$ cat config.mk
export PLATFORM = sky130hd
export DESIGN_NAME = uart_tx_arbiter
export DESIGN_NICKNAME = d
export VERILOG_FILES = /design/src/rtl/uart_tx_arbiter.sv
export SDC_FILE = /design/constraint.sdc
export NUM_CORES = 1
export LEC_CHECK = 0
export ABC_AREA = 1
export CORE_MARGIN = 3
export CORE_UTILIZATION = 33
export CTS_CLUSTER_DIAMETER = 200
export DETAILED_ROUTE_END_ITERATION = 8
export PLACE_DENSITY = 0.6
export SETUP_SLACK_MARGIN = 0.5
export SYNTH_ARGS = -nofsm -noshare
export SYNTH_HDL_FRONTEND = slang
export SYNTH_SLANG_ARGS = --single-unit
$ cat constraint.sdc
create_clock -name clk -period 3.2 [get_ports clk]
set_input_delay 0.48 -clock clk [delete_from_list [all_inputs] [get_ports clk]]
set_output_delay 0.48 -clock clk [all_outputs]
set_load 0.01 [all_outputs]
$ cat src/rtl/uart_tx_arbiter.sv
// -----------------------------------------------------------------------------
// uart_tx_arbiter
//
// Shares one UART transmitter between NUM_REQ byte producers. One requester is
// granted per frame, and its byte is latched at grant time. The arbiter then
// holds tx_start until the transmitter reports busy and waits for busy to fall.
// It pulses a one-cycle ack to the served requester and inserts an idle gap
// before the next grant. If busy never rises within START_TIMEOUT cycles, the
// frame is aborted: the requester is still acked and timeout_err is set until
// the next reset.
//
// Arbitration:
//   default               round robin; the search starts at the requester
//                         after the one most recently served
//   UART_ARB_PRIO_EN      fixed priority; the lowest pending index wins and
//                         the round-robin pointer stays at 0
//
// Ports:
//   clk          system clock, rising edge
//   rst          synchronous active-high reset
//   req          per-requester level request, held until ack
//   req_data     packed bytes, requester i at [i*DATA_W +: DATA_W]
//   ack          one-cycle pulse to the served requester
//   tx_data      latched byte to transmitter
//   tx_start     start strobe to transmitter
//   tx_busy      transmitter busy status
//   grant_id     index of requester currently / last served
//   active       high whenever the FSM is not idle
//   timeout_err  sticky start-timeout flag
// -----------------------------------------------------------------------------
module uart_tx_arbiter #(
    parameter int NUM_REQ       = 4,
    parameter int DATA_W        = 8,
    parameter int START_TIMEOUT = 1000,
    parameter int GAP_CYCLES    = 16
) (
    input  logic                       clk,
    input  logic                       rst,
    input  logic [NUM_REQ-1:0]         req,
    input  logic [NUM_REQ*DATA_W-1:0]  req_data,
    output logic [NUM_REQ-1:0]         ack,
    output logic [DATA_W-1:0]          tx_data,
    output logic                       tx_start,
    input  logic                       tx_busy,
    output logic [$clog2(NUM_REQ)-1:0] grant_id,
    output logic                       active,
    output logic                       timeout_err
);
    localparam int ID_W    = $clog2(NUM_REQ);
    localparam int IDX_W   = ID_W + 1;
    localparam int CNT_MAX = (START_TIMEOUT > GAP_CYCLES) ? START_TIMEOUT : GAP_CYCLES;
    localparam int CNT_W   = $clog2(CNT_MAX + 1);
    localparam logic [CNT_W-1:0] START_LAST = CNT_W'(START_TIMEOUT - 1);
    // The gap state always lasts at least one cycle, so a zero gap leaves
    // on the first edge.
    localparam logic [CNT_W-1:0] GAP_LAST = CNT_W'((GAP_CYCLES == 0) ? 0 : GAP_CYCLES - 1);

    typedef enum logic [1:0] {IDLE, START, SEND, GAP} state_t;

    state_t              state_reg, state_next;
    logic [ID_W-1:0]     ptr_reg, ptr_next;
    logic [ID_W-1:0]     grant_id_reg, grant_id_next;
    logic [DATA_W-1:0]   tx_data_reg, tx_data_next;
    logic                tx_start_reg, tx_start_next;
    logic [NUM_REQ-1:0]  ack_reg, ack_next;
    logic                timeout_err_reg, timeout_err_next;
    logic [CNT_W-1:0]    cnt_reg, cnt_next;

    logic [DATA_W-1:0]   slot_data [NUM_REQ];
    logic [2*NUM_REQ-2:0] req_dbl;
    logic [NUM_REQ-1:0]  req_rot;
    logic                found;
    logic [ID_W-1:0]     offset;
    logic [IDX_W-1:0]    pick_sum;
    logic [ID_W-1:0]     pick;
    logic [ID_W-1:0]     ptr_adv;

    // The request vector is doubled so that a rotation starting at ptr_reg
    // becomes a plain index; the search window never crosses bit 2*NUM_REQ-2.
    assign req_dbl = {req[NUM_REQ-2:0], req};

    genvar gi;
    generate
        for (gi = 0; gi < NUM_REQ; gi++) begin : g_slot
            assign slot_data[gi] = req_data[gi*DATA_W +: DATA_W];
            assign req_rot[gi]   = req_dbl[{1'b0, ptr_reg} + IDX_W'(gi)];
        end
    endgenerate

    // Lowest set bit of the rotated vector = first pending requester at or
    // after the pointer.
    always_comb begin
        found  = 1'b0;
        offset = '0;
        for (int i = NUM_REQ - 1; i >= 0; i--) begin
            if (req_rot[i]) begin
                found  = 1'b1;
                offset = ID_W'(i);
            end
        end
    end

    assign pick_sum = {1'b0, ptr_reg} + {1'b0, offset};
    assign pick     = (pick_sum >= IDX_W'(NUM_REQ)) ? ID_W'(pick_sum - IDX_W'(NUM_REQ))
                                                    : ID_W'(pick_sum);

`ifdef UART_ARB_PRIO_EN
    // The pointer stays at 0, so the rotation is the identity and the
    // lowest pending index always wins.
    assign ptr_adv = '0;
`else
    assign ptr_adv = (grant_id_reg == ID_W'(NUM_REQ - 1)) ? '0 : grant_id_reg + 1'b1;
`endif

    always_ff @(posedge clk) begin
        if (rst) begin
            state_reg       <= IDLE;
            ptr_reg         <= '0;
            grant_id_reg    <= '0;
            tx_data_reg     <= '0;
            tx_start_reg    <= 1'b0;
            ack_reg         <= '0;
            timeout_err_reg <= 1'b0;
            cnt_reg         <= '0;
        end else begin
            state_reg       <= state_next;
            ptr_reg         <= ptr_next;
            grant_id_reg    <= grant_id_next;
            tx_data_reg     <= tx_data_next;
            tx_start_reg    <= tx_start_next;
            ack_reg         <= ack_next;
            timeout_err_reg <= timeout_err_next;
            cnt_reg         <= cnt_next;
        end
    end

    always_comb begin
        state_next       = state_reg;
        ptr_next         = ptr_reg;
        grant_id_next    = grant_id_reg;
        tx_data_next     = tx_data_reg;
        tx_start_next    = tx_start_reg;
        ack_next         = '0;
        timeout_err_next = timeout_err_reg;
        cnt_next         = cnt_reg;
        case (state_reg)
            IDLE: begin
                if (found) begin
                    grant_id_next = pick;
                    tx_data_next  = slot_data[pick];
                    tx_start_next = 1'b1;
                    cnt_next      = '0;
                    state_next    = START;
                end
            end
            START: begin
                // Busy wins over timeout when both happen on the same cycle.
                if (tx_busy) begin
                    tx_start_next = 1'b0;
                    state_next    = SEND;
                end else if (cnt_reg == START_LAST) begin
                    tx_start_next          = 1'b0;
                    timeout_err_next       = 1'b1;
                    ack_next[grant_id_reg] = 1'b1;
                    ptr_next               = ptr_adv;
                    cnt_next               = '0;
                    state_next             = GAP;
                end else begin
                    cnt_next = cnt_reg + 1'b1;
                end
            end
            SEND: begin
                if (!tx_busy) begin
                    ack_next[grant_id_reg] = 1'b1;
                    ptr_next               = ptr_adv;
                    cnt_next               = '0;
                    state_next             = GAP;
                end
            end
            GAP: begin
                if (cnt_reg == GAP_LAST) begin
                    state_next = IDLE;
                end else begin
                    cnt_next = cnt_reg + 1'b1;
                end
            end
            default: state_next = IDLE;
        endcase
    end

    assign ack         = ack_reg;
    assign tx_data     = tx_data_reg;
    assign tx_start    = tx_start_reg;
    assign grant_id    = grant_id_reg;
    assign active      = (state_reg != IDLE);
    assign timeout_err = timeout_err_reg;

endmodule
==> load_flow_metrics.sql <==
INSERT INTO impl_metrics (metric_group, metric, value, unit) VALUES
('detailed_routing', 'dr_total_vias', '2266', ''),
('floorplan', 'initial_core_util', '34.6', '%'),
('hold_path', 'hold_end', 'tx_start$_SDFFE_PP0P_', ''),
('synthesis', 'syn-instance-count', '335', ''),
('clock_tree', 'clock-sinks', '30', ''),
('worst_setup_path', 'r2r_start', 'ptr_reg[0]$_SDFFE_PP0P_', ''),
('timing', 'period_minus_slack', '2.47', 'ns'),
('floorplan', 'core_outline_area', '0.00646', 'mm²'),
('synthesis', 'synth.yosys.warnings', '0', ''),
('clock_tree', 'cts_tree', 'yes', ''),
('synthesis', 'share_of_synthesized_area_occupied_by_flip_flops_and_latches', '26.9', '%'),
('detailed_routing', 'drt.antenna.violating_nets', '0', ''),
('timing', 'timing.setup.tns', '0', 'ns'),
('worst_setup_path', 'worst_r2r_endpoint', 'tx_data[0]$_SDFFE_PP0P_', ''),
('worst_setup_path', 'slowest_stage', 'sky130_fd_sc_hd__dfxtp_2', ''),
('worst_setup_path', 'worst-endpoint-required', '3.38', 'ns'),
('finish', 'post-route-cell-area', '0.00297', 'mm²'),
('placed_design', 'area_after_detailed_placement', '0.00285', 'mm²'),
('global_routing', 'grt_pass1_vias', '2206', ''),
('detailed_routing', 'viasPerCell', '4.83', ''),
('synthesis', 'mappedNetlistArea', '0.00223', 'mm²'),
('floorplan', 'rows', '29', ''),
('detailed_routing', 'first_pass_iters', '4', ''),
('detailed_routing', 'route.detailed.drc', '0', ''),
('synthesis', 'unique_masters_post_synth', '30', ''),
('timing', 'report.final.slew_viol_count', '0', ''),
('clock_tree', 'ctsLongestPathBuffers', '2', ''),
('timing', 'worst_hold_slack', '0.449', 'ns'),
('finish', 'layout-drive-gt1-share', '11.5', '%'),
('worst_setup_path', 'crit_path_end_kind', 'flip-flop', ''),
('clock_tree', 'cts.hold.buffers_added', '0', ''),
('outcome', 'run_status', 'finished, final reports clean', ''),
('floorplan', 'die_h', '88.3', 'µm'),
('worst_setup_path', 'cpPeakStageDelay', '0.41', 'ns'),
('clock_tree', 'cts_root_buf', 'sky130_fd_sc_hd__clkbuf_8', ''),
('floorplan', 'fp.dieW', '88.3', 'µm'),
('global_routing', 'grt_overflow', '0', ''),
('global_routing', 'grt_antenna_before_repair', '0', ''),
('timing', 'report.final.hold_viol_count', '0', ''),
('pwr', 'peakVddDrop', '0.377', 'mV'),
('pwr', 'power-per-cell-area', '792', 'mW/mm²'),
('detailed_routing', 'drt_iter0_markers', '125', ''),
('worst_setup_path', 'crit_path_buffers_inverters', '4', ''),
('worst_setup_path', 'cpMostUsedCell', 'sky130_fd_sc_hd__nand2_1', ''),
('clock_tree', 'cts-buffers-inserted', '5', ''),
('floorplan', 'die_area', '0.00780', 'mm²'),
('clock_tree', 'clock_insertion_delay_worst_skew', '0.29', 'ns'),
('timing', 'relSlewSlack', '58.8', '%'),
('placed_design', 'io_buffer_count', '55', ''),
('placed_design', 'place.gp.congestion', '0.828', ''),
('worst_setup_path', 'path_max_fanout', '17', ''),
('worst_setup_path', 'worstSetupPathType', 'flip-flop to flip-flop', ''),
('synthesis', 'postSynthAreaPerCell', '6.67', 'µm²'),
('placed_design', 'place.detailed.hpwl', '4260', 'µm'),
('timing', 'setup_viol_count_final', '0', ''),
('finish', 'largest_register_ffs', '10', ''),
('timing', 'final_period_util', '77.3', '%'),
('worst_setup_path', 'timing.reg2reg.worst_path_depth', '14', ''),
('detailed_routing', 'total_wirelength_of_the_detailed_routed_design', '5630', 'µm'),
('timing', 'worst_clock_skew', '0.00964', 'ns'),
('floorplan', 'ios', '56', ''),
('hold_path', 'hp-class', 'flip-flop to flip-flop', ''),
('timing', 'max_clock_freq', '404', 'MHz'),
('synthesis', 'yosys_register_bits', '30', ''),
('clock_tree', 'clk_pin_slew', '0.07', 'ns'),
('worst_setup_path', 'cpLargestDelayFamily', 'adder cells', ''),
('job', 'max-cap-violations', '0', ''),
('worst_setup_path', 'ff2ff_setup_slack', '0.73', 'ns'),
('clock_tree', 'cts_setup_buffers', '0', ''),
('hold_path', 'min-delay-start', 'tx_start$_SDFFE_PP0P_', ''),
('clock_tree', 'clock_tree.htree_level_count', '2', '');
## worst max-delay path by stage
stage | to | start | cells after the start | slack [ns]
global placement | tx_data[5]$_SDFFE_PP0P_ | req[2] | 15 | 0.56
CTS | tx_data[5]$_SDFFE_PP0P_ | ptr_reg[0]$_SDFFE_PP0P_ | 16 | 0.59
detailed placement | tx_data[5]$_SDFFE_PP0P_ | req[3] | 15 | 0.57
finish | tx_data[0]$_SDFFE_PP0P_ | ptr_reg[0]$_SDFFE_PP0P_ | 14 | 0.73
global route | tx_data[2]$_SDFFE_PP0P_ | ptr_reg[0]$_SDFFE_PP0P_ | 14 | 0.53
floorplan | tx_data[7]$_SDFFE_PP0P_ | ptr_reg[0]$_SDFFE_PP0P_ | 15 | 0.54
## layout by cell type, fill, tap and decap left out, drive strengths merged
cell	instances
a211oi	1
a21boi	1
a21oi	19
buf	3
bufinv	1
clkbuf	5
clkdlybuf4s50	55
clkinv	2
dfxtp	30
ha	12
inv	44
mux2	16
nand2	81
nand3	51
nand3b	3
nand4	10
nor2	37
nor3	1
nor3b	3
o21a	2
o21ai	12
xnor2	1
xor2	2
## area by class of cell
cell class              count  area, µm²
inverters                  44        165
flip-flops and latches     30        603
fillers                   667       3490
clock inverters             3       40.0
repair buffers             58        573
multi-input cells         252       1420
clock buffers               5       68.8
well taps                  77       96.3
## cell usage after synthesis (all sizes together)
cell    number  area (µm²)
a211oi       1        7.51
o21ai       12        60.1
nor2        37         149
o21a         2        15.0
nor3b        3        22.5
inv         44         165
a21boi       1        7.51
xor2         2        17.5
buf          5        36.3
dfxtp       30         601
mux2        16         180
nand2       81         322
nand3       51         275
clkbuf       4        15.0
nand3b       3        22.5
xnor2        1        8.76
nand4       10        68.8
ha          12         150
a21oi       19         106
nor3         1        5.00
## logic make-up after synthesis
group	count (synthesis)	share of synthesized area [%]
adder cells (fa/ha/maj)	12	6.72
buffers and inverters	53	9.69
XOR/XNOR	3	1.18
AO/OA/AOI/OAI	35	8.79
AND/OR/NAND/NOR	186	38.7
multiplexers	16	8.06
flip-flops	30	26.9
## worst reg2reg max path, cell delays in order, from the launching register on
cell                       delay, ns
sky130_fd_sc_hd__dfxtp_2        0.41
sky130_fd_sc_hd__inv_2          0.10
sky130_fd_sc_hd__ha_1           0.34
sky130_fd_sc_hd__inv_1          0.07
sky130_fd_sc_hd__a21oi_1        0.11
sky130_fd_sc_hd__nand2_1        0.06
sky130_fd_sc_hd__nand2_1        0.07
sky130_fd_sc_hd__a21boi_0       0.09
sky130_fd_sc_hd__ha_1           0.27
sky130_fd_sc_hd__buf_4          0.22
sky130_fd_sc_hd__mux2_2         0.36
sky130_fd_sc_hd__nand3_1        0.08
sky130_fd_sc_hd__nand3_1        0.08
sky130_fd_sc_hd__nand2_1        0.07
sky130_fd_sc_hd__inv_1          0.04
## metrics by stage
step	std cells	total power, µW	worst slack (ns)
4_1_cts	469	2370	0.586
3_3_place_gp	461	1970	0.565
2_1_floorplan	335	1600	0.541
3_5_place_dp	461	1970	0.572
6_report	469	2350	0.728
5_1_grt	469	2600	0.528
## metal layers
metal	wire length (µm)	global-route usage (%)	up-vias	share of wire [%]
li1	-	-	1206	-
met1	2780	21.2	986	49
met2	2280	25.4	66	40
met3	483	5.59	8	8.6
met4	87	5.91	0	1.5
met5	0	0	-	0
## report_power, final
part	internal, µW	switching, µW	total [µW]
Combinational	635	792	1430
Sequential	462	76.4	539
Clock	229	157	386
Total	1330	1030	2350
## what timing repair did
| item | CTS | global route |
|---|---|---|
| setup endpoints to repair | 0 | 8 |
| resized for setup | 0 | 3 |
| hold endpoints to repair | 0 | 0 |
Note: power is estimated with default switching activity, not from simulation.
